`config.mk`:
```
export PLATFORM = sky130hd
export DESIGN_NAME = pll_clock_synth_flat
export DESIGN_NICKNAME = d
export VERILOG_FILES = /design/src/rtl/pll_clock_synth_if.sv /design/src/rtl/pll_clock_synth.sv /design/src/flat_wrapper.sv
export SDC_FILE = /design/constraint.sdc
export NUM_CORES = 1
export LEC_CHECK = 0
export ABC_AREA = 1
export CAP_MARGIN = 20
export CORE_ASPECT_RATIO = 0.5
export CORE_MARGIN = 10
export CORE_UTILIZATION = 44
export CTS_CLUSTER_SIZE = 16
export DETAILED_ROUTE_END_ITERATION = 6
export PLACE_DENSITY_LB_ADDON = 0.12
export SYNTH_ARGS = -nofsm -noshare
export SYNTH_HDL_FRONTEND = slang
export SYNTH_SLANG_ARGS = --single-unit
export TNS_END_PERCENT = 50
```
`constraint.sdc`:
```
create_clock -name clock_in -period 4 [get_ports clock_in]
set_input_delay 0.6 -clock clock_in [delete_from_list [all_inputs] [get_ports clock_in]]
set_output_delay 0.6 -clock clock_in [all_outputs]
set_load 0.03 [all_outputs]
```
`src/rtl/pll_clock_synth_if.sv`:
```
`default_nettype none
// ============================================================================
//  Module   : pll_clock_synth_if
//  Brief    : Frequency-control and status bundle of the NCO clock synthesizer.
//  Revision : 1.0 - initial release
// ============================================================================
interface pll_clock_synth_if #(
  parameter int ACC_WIDTH = 32
);
  logic [ACC_WIDTH-1:0] freq_word;
  logic                 freq_load;
  logic                 clock_out;
  logic                 locked;

  modport master (
    output freq_word,
    output freq_load,
    input  clock_out,
    input  locked
  );

  modport slave (
    input  freq_word,
    input  freq_load,
    output clock_out,
    output locked
  );
endinterface
`default_nettype wire

```
`src/rtl/pll_clock_synth.sv`:
```
`default_nettype none
// ============================================================================
//  Module   : pll_clock_synth
//  Brief    : Phase-accumulator clock synthesizer with lock indicator.
//             Define PLL_RELOCK_EN to drop lock whenever the increment changes.
//  Revision : 1.0 - initial release
// ============================================================================
module pll_clock_synth #(
  parameter int                   ACC_WIDTH   = 32,
  parameter logic [ACC_WIDTH-1:0] FREQ_WORD   = ACC_WIDTH'(64'd1 << (ACC_WIDTH - 2)),
  parameter int                   LOCK_CYCLES = 1024
) (
  input  wire logic        clock_in,
  input  wire logic        reset,
  pll_clock_synth_if.slave bus
);

  localparam int                   c_cnt_w   = $clog2(LOCK_CYCLES + 1);
  localparam logic [c_cnt_w-1:0]   c_cnt_max = c_cnt_w'(LOCK_CYCLES - 1);
  localparam logic [ACC_WIDTH-1:0] c_half    = {1'b1, {(ACC_WIDTH-1){1'b0}}};

  logic [ACC_WIDTH-1:0] r_acc;
  logic [ACC_WIDTH-1:0] r_inc;
  logic [c_cnt_w-1:0]   r_lock_cnt;
  logic                 r_locked;

  logic [ACC_WIDTH-1:0] w_load_val;
  logic                 w_accept;
  logic                 w_relock;

  // Zero words are dropped; anything above half scale would alias, so clamp to f_in/2.
  always_comb begin
    w_load_val = (bus.freq_word > c_half) ? c_half : bus.freq_word;
    w_accept   = bus.freq_load && (bus.freq_word != '0);
`ifdef PLL_RELOCK_EN
    w_relock   = w_accept && (w_load_val != r_inc);
`else
    w_relock   = 1'b0;
`endif
  end

  always_ff @(posedge clock_in) begin
    if (reset) begin
      r_acc      <= '0;
      r_inc      <= FREQ_WORD;
      r_lock_cnt <= '0;
      r_locked   <= 1'b0;
    end else begin
      r_acc <= r_acc + r_inc;
      if (w_accept) begin
        r_inc <= w_load_val;
      end
      if (w_relock) begin
        r_lock_cnt <= '0;
        r_locked   <= 1'b0;
      end else if (!r_locked) begin
        if (r_lock_cnt == c_cnt_max) begin
          r_locked <= 1'b1;
        end else begin
          r_lock_cnt <= r_lock_cnt + c_cnt_w'(1);
        end
      end
    end
  end

  assign bus.clock_out = r_acc[ACC_WIDTH-1];
  assign bus.locked    = r_locked;

endmodule
`default_nettype wire

```
`src/flat_wrapper.sv`:
```
// flat-port wrapper written by rule: the top's interface ports become plain ports
module pll_clock_synth_flat 
#(
  parameter int                   ACC_WIDTH   = 32,
  parameter logic [ACC_WIDTH-1:0] FREQ_WORD   = ACC_WIDTH'(64'd1 << (ACC_WIDTH - 2)),
  parameter int                   LOCK_CYCLES = 1024
)
  (clock_in, reset, bus_freq_word, bus_freq_load, bus_clock_out, bus_locked);
  pll_clock_synth_if #(.ACC_WIDTH(ACC_WIDTH)) bus_i ();
  input  wire logic clock_in;
  input  wire logic reset;
  input wire logic [$bits(bus_i.freq_word)-1:0] bus_freq_word;
  input wire logic [$bits(bus_i.freq_load)-1:0] bus_freq_load;
  output wire logic [$bits(bus_i.clock_out)-1:0] bus_clock_out;
  output wire logic [$bits(bus_i.locked)-1:0] bus_locked;
  assign bus_i.freq_word = bus_freq_word;
  assign bus_i.freq_load = bus_freq_load;
  assign bus_clock_out = bus_i.clock_out;
  assign bus_locked = bus_i.locked;
  pll_clock_synth #(.ACC_WIDTH(ACC_WIDTH), .FREQ_WORD(FREQ_WORD), .LOCK_CYCLES(LOCK_CYCLES)) u_core (.clock_in(clock_in), .reset(reset), .bus(bus_i));
endmodule
```
==> Yosys cells after proc, flatten, opt, wreduce, memory -nomap -nowiden <==
Cells that the tools add are included.
{ "classes": {"n_mux": 3, "magnitude_cmp": 1, "n_reduce_logical": 3, "bitwise_logic": 2, "eq_ne": 1, "add_sub_neg": 2} }
{ "op_table": {"columns": ["cell", "n"], "rows": [
  ["$add A32 B32 Y32", 1],
  ["$gt A32 B32 Y1 const B", 1],
  ["$mux W32", 1],
  ["$reduce_bool A32 Y1", 1],
  ["$add A11 B1 Y11 const B", 1],
  ["$eq A11 B10 Y1 const B", 1],
  ["$mux W1", 2],
  ["$not A1 Y1", 2],
  ["$reduce_and A2 Y1", 1],
  ["$logic_and A1 B1 Y1", 1]
]} }
{ "word_totals": {"regBits": 76, "out_inout_bits": 2, "in_bits": 35} }

==> Longest topological paths before layout <==
{ "depth": {"depth_word": 3, "ltp_mapped": 13, "ltp_nobuf": 12} }

==> Worst setup path after synthesis <==
OpenSTA, ideal clock, no wires.
{ "synth_timing": {"kind": "register to register", "from": "register u_core.r_inc[0]", "to": "register u_core.r_acc[28]", "arrival_time_ns": 1.586, "path_slack_ns": 2.299, "stages_incl_launch_ff": 11, "required_time_ns": 3.885, "synth_period_minus_slack_ns": 1.701, "setup_ns": 0.115, "path_cell_list": "dfxtp_1 -> ha_1 -> fa_1 -> nand3_1 -> nand3_1 -> nand3_1 -> nand3_1 -> nand2_1 -> nand3_1 -> nand2_1 -> nor2_1"} }
{ "synth_via": {"elab_chain_cells": 1} }
{ "synth_rtl": {"columns": ["item", "line", "rtl"], "rows": [
  ["start, declared", "pll_clock_synth.sv:23", "logic [ACC_WIDTH-1:0] r_inc;"],
  ["start signal, assigned", "pll_clock_synth.sv:51", "r_inc <= w_load_val;"],
  ["$add A32 B32 Y32", "pll_clock_synth.sv:49", "r_acc <= r_acc + r_inc;"],
  ["end signal, assigned", "pll_clock_synth.sv:49", null],
  ["end, declared", "pll_clock_synth.sv:22", "logic [ACC_WIDTH-1:0] r_acc;"]
]} }
Every way passes these cells.
A chain may end at the register's enable or synchronous reset.

==> Final worst setup path <==
{ "layout_timing": {"from": "input bus_freq_word[31]", "to": "register u_core.r_inc[2]"} }
{ "layout_via": {"elab_chain_cells": 2, "elab_cells_between_ends": 4, "cone_classes": "order compare: 1; mux: 1; reduce/logical: 2"} }
{ "layout_rtl": {"columns": ["item", "line", "rtl"], "rows": [
  ["start, declared", "flat_wrapper.sv:12", "input wire logic [$bits(bus_i.freq_word)-1:0] bus_freq_word;"],
  ["$gt A32 B32 Y1 / $reduce_bool A32 Y1 (equally long branches)", "pll_clock_synth.sv:33, pll_clock_synth.sv:34", null],
  ["$mux W32 / $logic_and A1 B1 Y1 (equally long branches)", "pll_clock_synth.sv:33, pll_clock_synth.sv:34", null]
]} }
Several ways; a longest one is shown, not always the timed one.

==> flow_summary_export.csv <==
group,metric,value,unit
run_status,status,"complete, no violations",
worst_setup_path,critPathKind,"primary input to register",
sta,rsz0062_at_grt,"no",
worst_setup_path,cpMaxStageDelayCell,"clkdlybuf4s50_1",
route,viasPerCell,4.851,
synth,seq_area_frac_synth,30.74,%
floorplanning,die_h,95,µm
hold_path,min_from,"u_core.r_lock_cnt[10]$_SDFFE_PP0P_",
floorplanning,ios,37,
route,vias,4870,
sta,timing.fmax,407.5,MHz
clock_network,ctsHoldBuffers,0,
route,first_pass_iters,7,
route,antenna_left,0,
cells_and_area,fillers,1117,
cells_and_area,final_cell_mix,"nand2_1, nor2_1, inv_1",
global_route,antenna_found_initial,0,
worst_setup_path,r2r_start,"u_core.r_inc[0]$_SDFFE_PP0P_",
placement,place.gp.congestion,0.8710,
hold_path,hold_path_class,"register to register",
clock_network,h-tree-depth,3,
worst_setup_path,critPathMaxFanout,32,
sta,fin_hold_ws,0.4600,ns
synth,ys_types,29,
sta,slew_headroom,61.44,%
global_route,grt_remaining_overflow,0,
floorplanning,die-area,16150,µm²
synth,async_flop_share,0,%
sta,finClkSkew,0.008841,ns
sta,max_slew.worst_pin.slew,0.5785,ns
cells_and_area,seq_area,1521,µm²
sta,finalCritPeriodShare,61.35,%
cells_and_area,drive_above_1_share,2.794,%
route,wirelength,12580,µm
hold_path,min_to,"u_core.r_lock_cnt[10]$_SDFFE_PP0P_",
synth,yosysWarnings,0,
synth,ys.flop_type,"dfxtp_1",
floorplanning,initial_core_util,45.08,%
worst_setup_path,critPathMaxStageDelay,0.52,ns
sta,hold_viol,0,
power_and_ir_drop,p_leak,2.969,nW
worst_setup_path,rrSetupSlack,1.90,ns
worst_setup_path,r2r_cells,10,
cells_and_area,multi_input_area,2883,µm²
worst_setup_path,critPathLaunchType,"primary input",
synth,avgSynthCellArea,6.022,µm²
run,drv_cap,0,
placement,numPortBuffers,36,
synth,synth-edff-count,0,
sta,tns,0,ns
clock_network,root_buffer,"clkbuf_16",
cells_and_area,nNetsFinal,923,
placement,dp_hpwl,9933,µm
route,drt_iter0_markers,297,
global_route,track_usage,15.89,%
power_and_ir_drop,power_density,377.2,nW/µm²
route,wl_per_cell,12.53,µm
worst_setup_path,crit_required,4.23,ns
sta,maxSlewViolCount,0,
clock_network,clkSinkCount,76,
clock_network,cts_tree,"yes",
sta,fin_crit,2.454,ns
floorplanning,fp.dieW,170.0,µm
sta,setup_viol,0,
clock_network,clockBufferDepth,2,
clock_network,post_cts.resized_instances,0,
worst_setup_path,crit_arrival,2.68,ns
synth,synth_nets,890,
floorplanning,core_area,10980,µm²
cells_and_area,area_delta_synth_final,16.96,%
clock_network,clk_latency,0.34,ns
worst_setup_path,end_kind,"register",
global_route,grt_max_degree,58,
placement,place_inst,989,
synth,ys_seq_elements,76,
hold_path,hold_path_depth,2,
floorplanning,rows,27,
global_route,first_global_vias,4371,
worst_setup_path,rr_endpoint,"u_core.r_acc[28]$_SDFF_PP0_",
worst_setup_path,critical-path-top-cell-by-count,"nor2_1",
cells_and_area,instances_no_fill,1004,
cells_and_area,antenna_cells,0,
worst_setup_path,path_cells,"clkdlybuf4s50_1, nor2_1, nand2_1, nor2_1, nand2_1, o21ai_2, inv_2, o21ai_0, nor2_1",
clock_network,postCtsSetupBuffers,0,
synth,syn_inst,822,
clock_network,path_clk_slew,0.06,ns
synth,synth_area,4950,µm²
route,drc,0,
power_and_ir_drop,irDropWorstVdd,0.2111,mV
clock_network,numCtsBuffers,9,
cells_and_area,final_common_cell,"nand2_1",
global_route,grt_pass1_wl,20750,µm
[cell families after synthesis]
group	after synthesis	synth area share (%)
AO/OA/AOI/OAI	123	12.94
XOR/XNOR	4	0.7079
adder cells (fa/ha/maj)	33	8.493
buffers and inverters	138	11.02
flip-flops	76	30.74
AND/OR/NAND/NOR	448	36.10
[sequential cells by signal (all words and copies together) (netlist names)]
name,cells
u_core.bus.locked,1
u_core.r_inc,32
u_core.r_lock_cnt,11
u_core.r_acc,32
[through the flow]
stage	util, %	setup WS, ns	instance area, µm²	power [W]
after CTS	52.73	1.574	5789	0.002213
after global routing	52.73	1.394	5789	0.002290
final	52.73	1.546	5789	0.002184
after global placement	49.42	1.264	5426	0.001196
after detailed placement	49.42	1.228	5426	0.001201
after floorplan	-	2.299	4950	0.001091
[synthesized netlist by cell type, types with 2 or more instances]
master,count,area share (%)
ha_1,32,8.1
o21ai_1,17,1.7
o21ai_0,21,2.1
nand2_1,260,20
a21oi_1,76,7.7
clkbuf_1,6,0.45
o21a_1,2,0.30
dfxtp_1,76,31
buf_1,2,0.15
nor3_1,9,0.91
inv_1,118,8.9
nand3_1,47,4.8
inv_2,2,0.15
nand4_1,5,0.63
buf_6,2,0.45
nand3b_1,2,0.30
and2_1,3,0.38
o21ai_2,2,0.35
buf_2,7,0.71
xnor2_1,2,0.35
nor2_1,119,9.0
xor2_1,2,0.35
o21bai_1,4,0.61
[where the power goes]
| group | total [W] | internal [W] | switching [W] |
|---|---|---|---|
| registers | 0.000840 | 0.000812 | 0.0000283 |
| logic | 0.000343 | 0.000138 | 0.000204 |
| clock network | 0.00100 | 0.000671 | 0.000329 |
[per-layer routing]
metal,part of all wire [%],GRT usage [%],up-vias
li1,-,-,2649
met1,51,20.89,2128
met2,45,26.34,82
met3,4.0,3.412,11
met4,0.91,3.408,0
met5,0,0,-
[critical path: cells and delay by family]
kind / cells / cell delay [ns]
compound gates: 2 / 0.74
buf+inv: 2 / 0.90
simple gates: 5 / 0.43
[layout make-up]
cell class                 instances  share of cell area [%]
clock buffer                       9                   3.890
clock inverter                     6                   2.377
inverter                         120                   7.780
multi-input combinational        608                   49.79
sequential                        76                   26.28
tap                              145                   3.134
timing repair buffer              40                   6.743
[worst max-delay path by stage]
stage                                       startpoint                           end  slack [ns]
after floorplan           u_core.r_inc[0]$_SDFFE_PP0P_   u_core.r_acc[28]$_SDFF_PP0_        2.30
after global placement               bus_freq_word[31]  u_core.r_inc[0]$_SDFFE_PP0P_        1.26
after detailed placement             bus_freq_word[31]  u_core.r_inc[2]$_SDFFE_PP0P_        1.23
after CTS                            bus_freq_word[31]  u_core.r_inc[2]$_SDFFE_PP0P_        1.57
after global routing                 bus_freq_word[31]  u_core.r_inc[0]$_SDFFE_PP0P_        1.39
final                                bus_freq_word[31]  u_core.r_inc[2]$_SDFFE_PP0P_        1.55
Note: power is estimated with default switching activity, not from simulation.
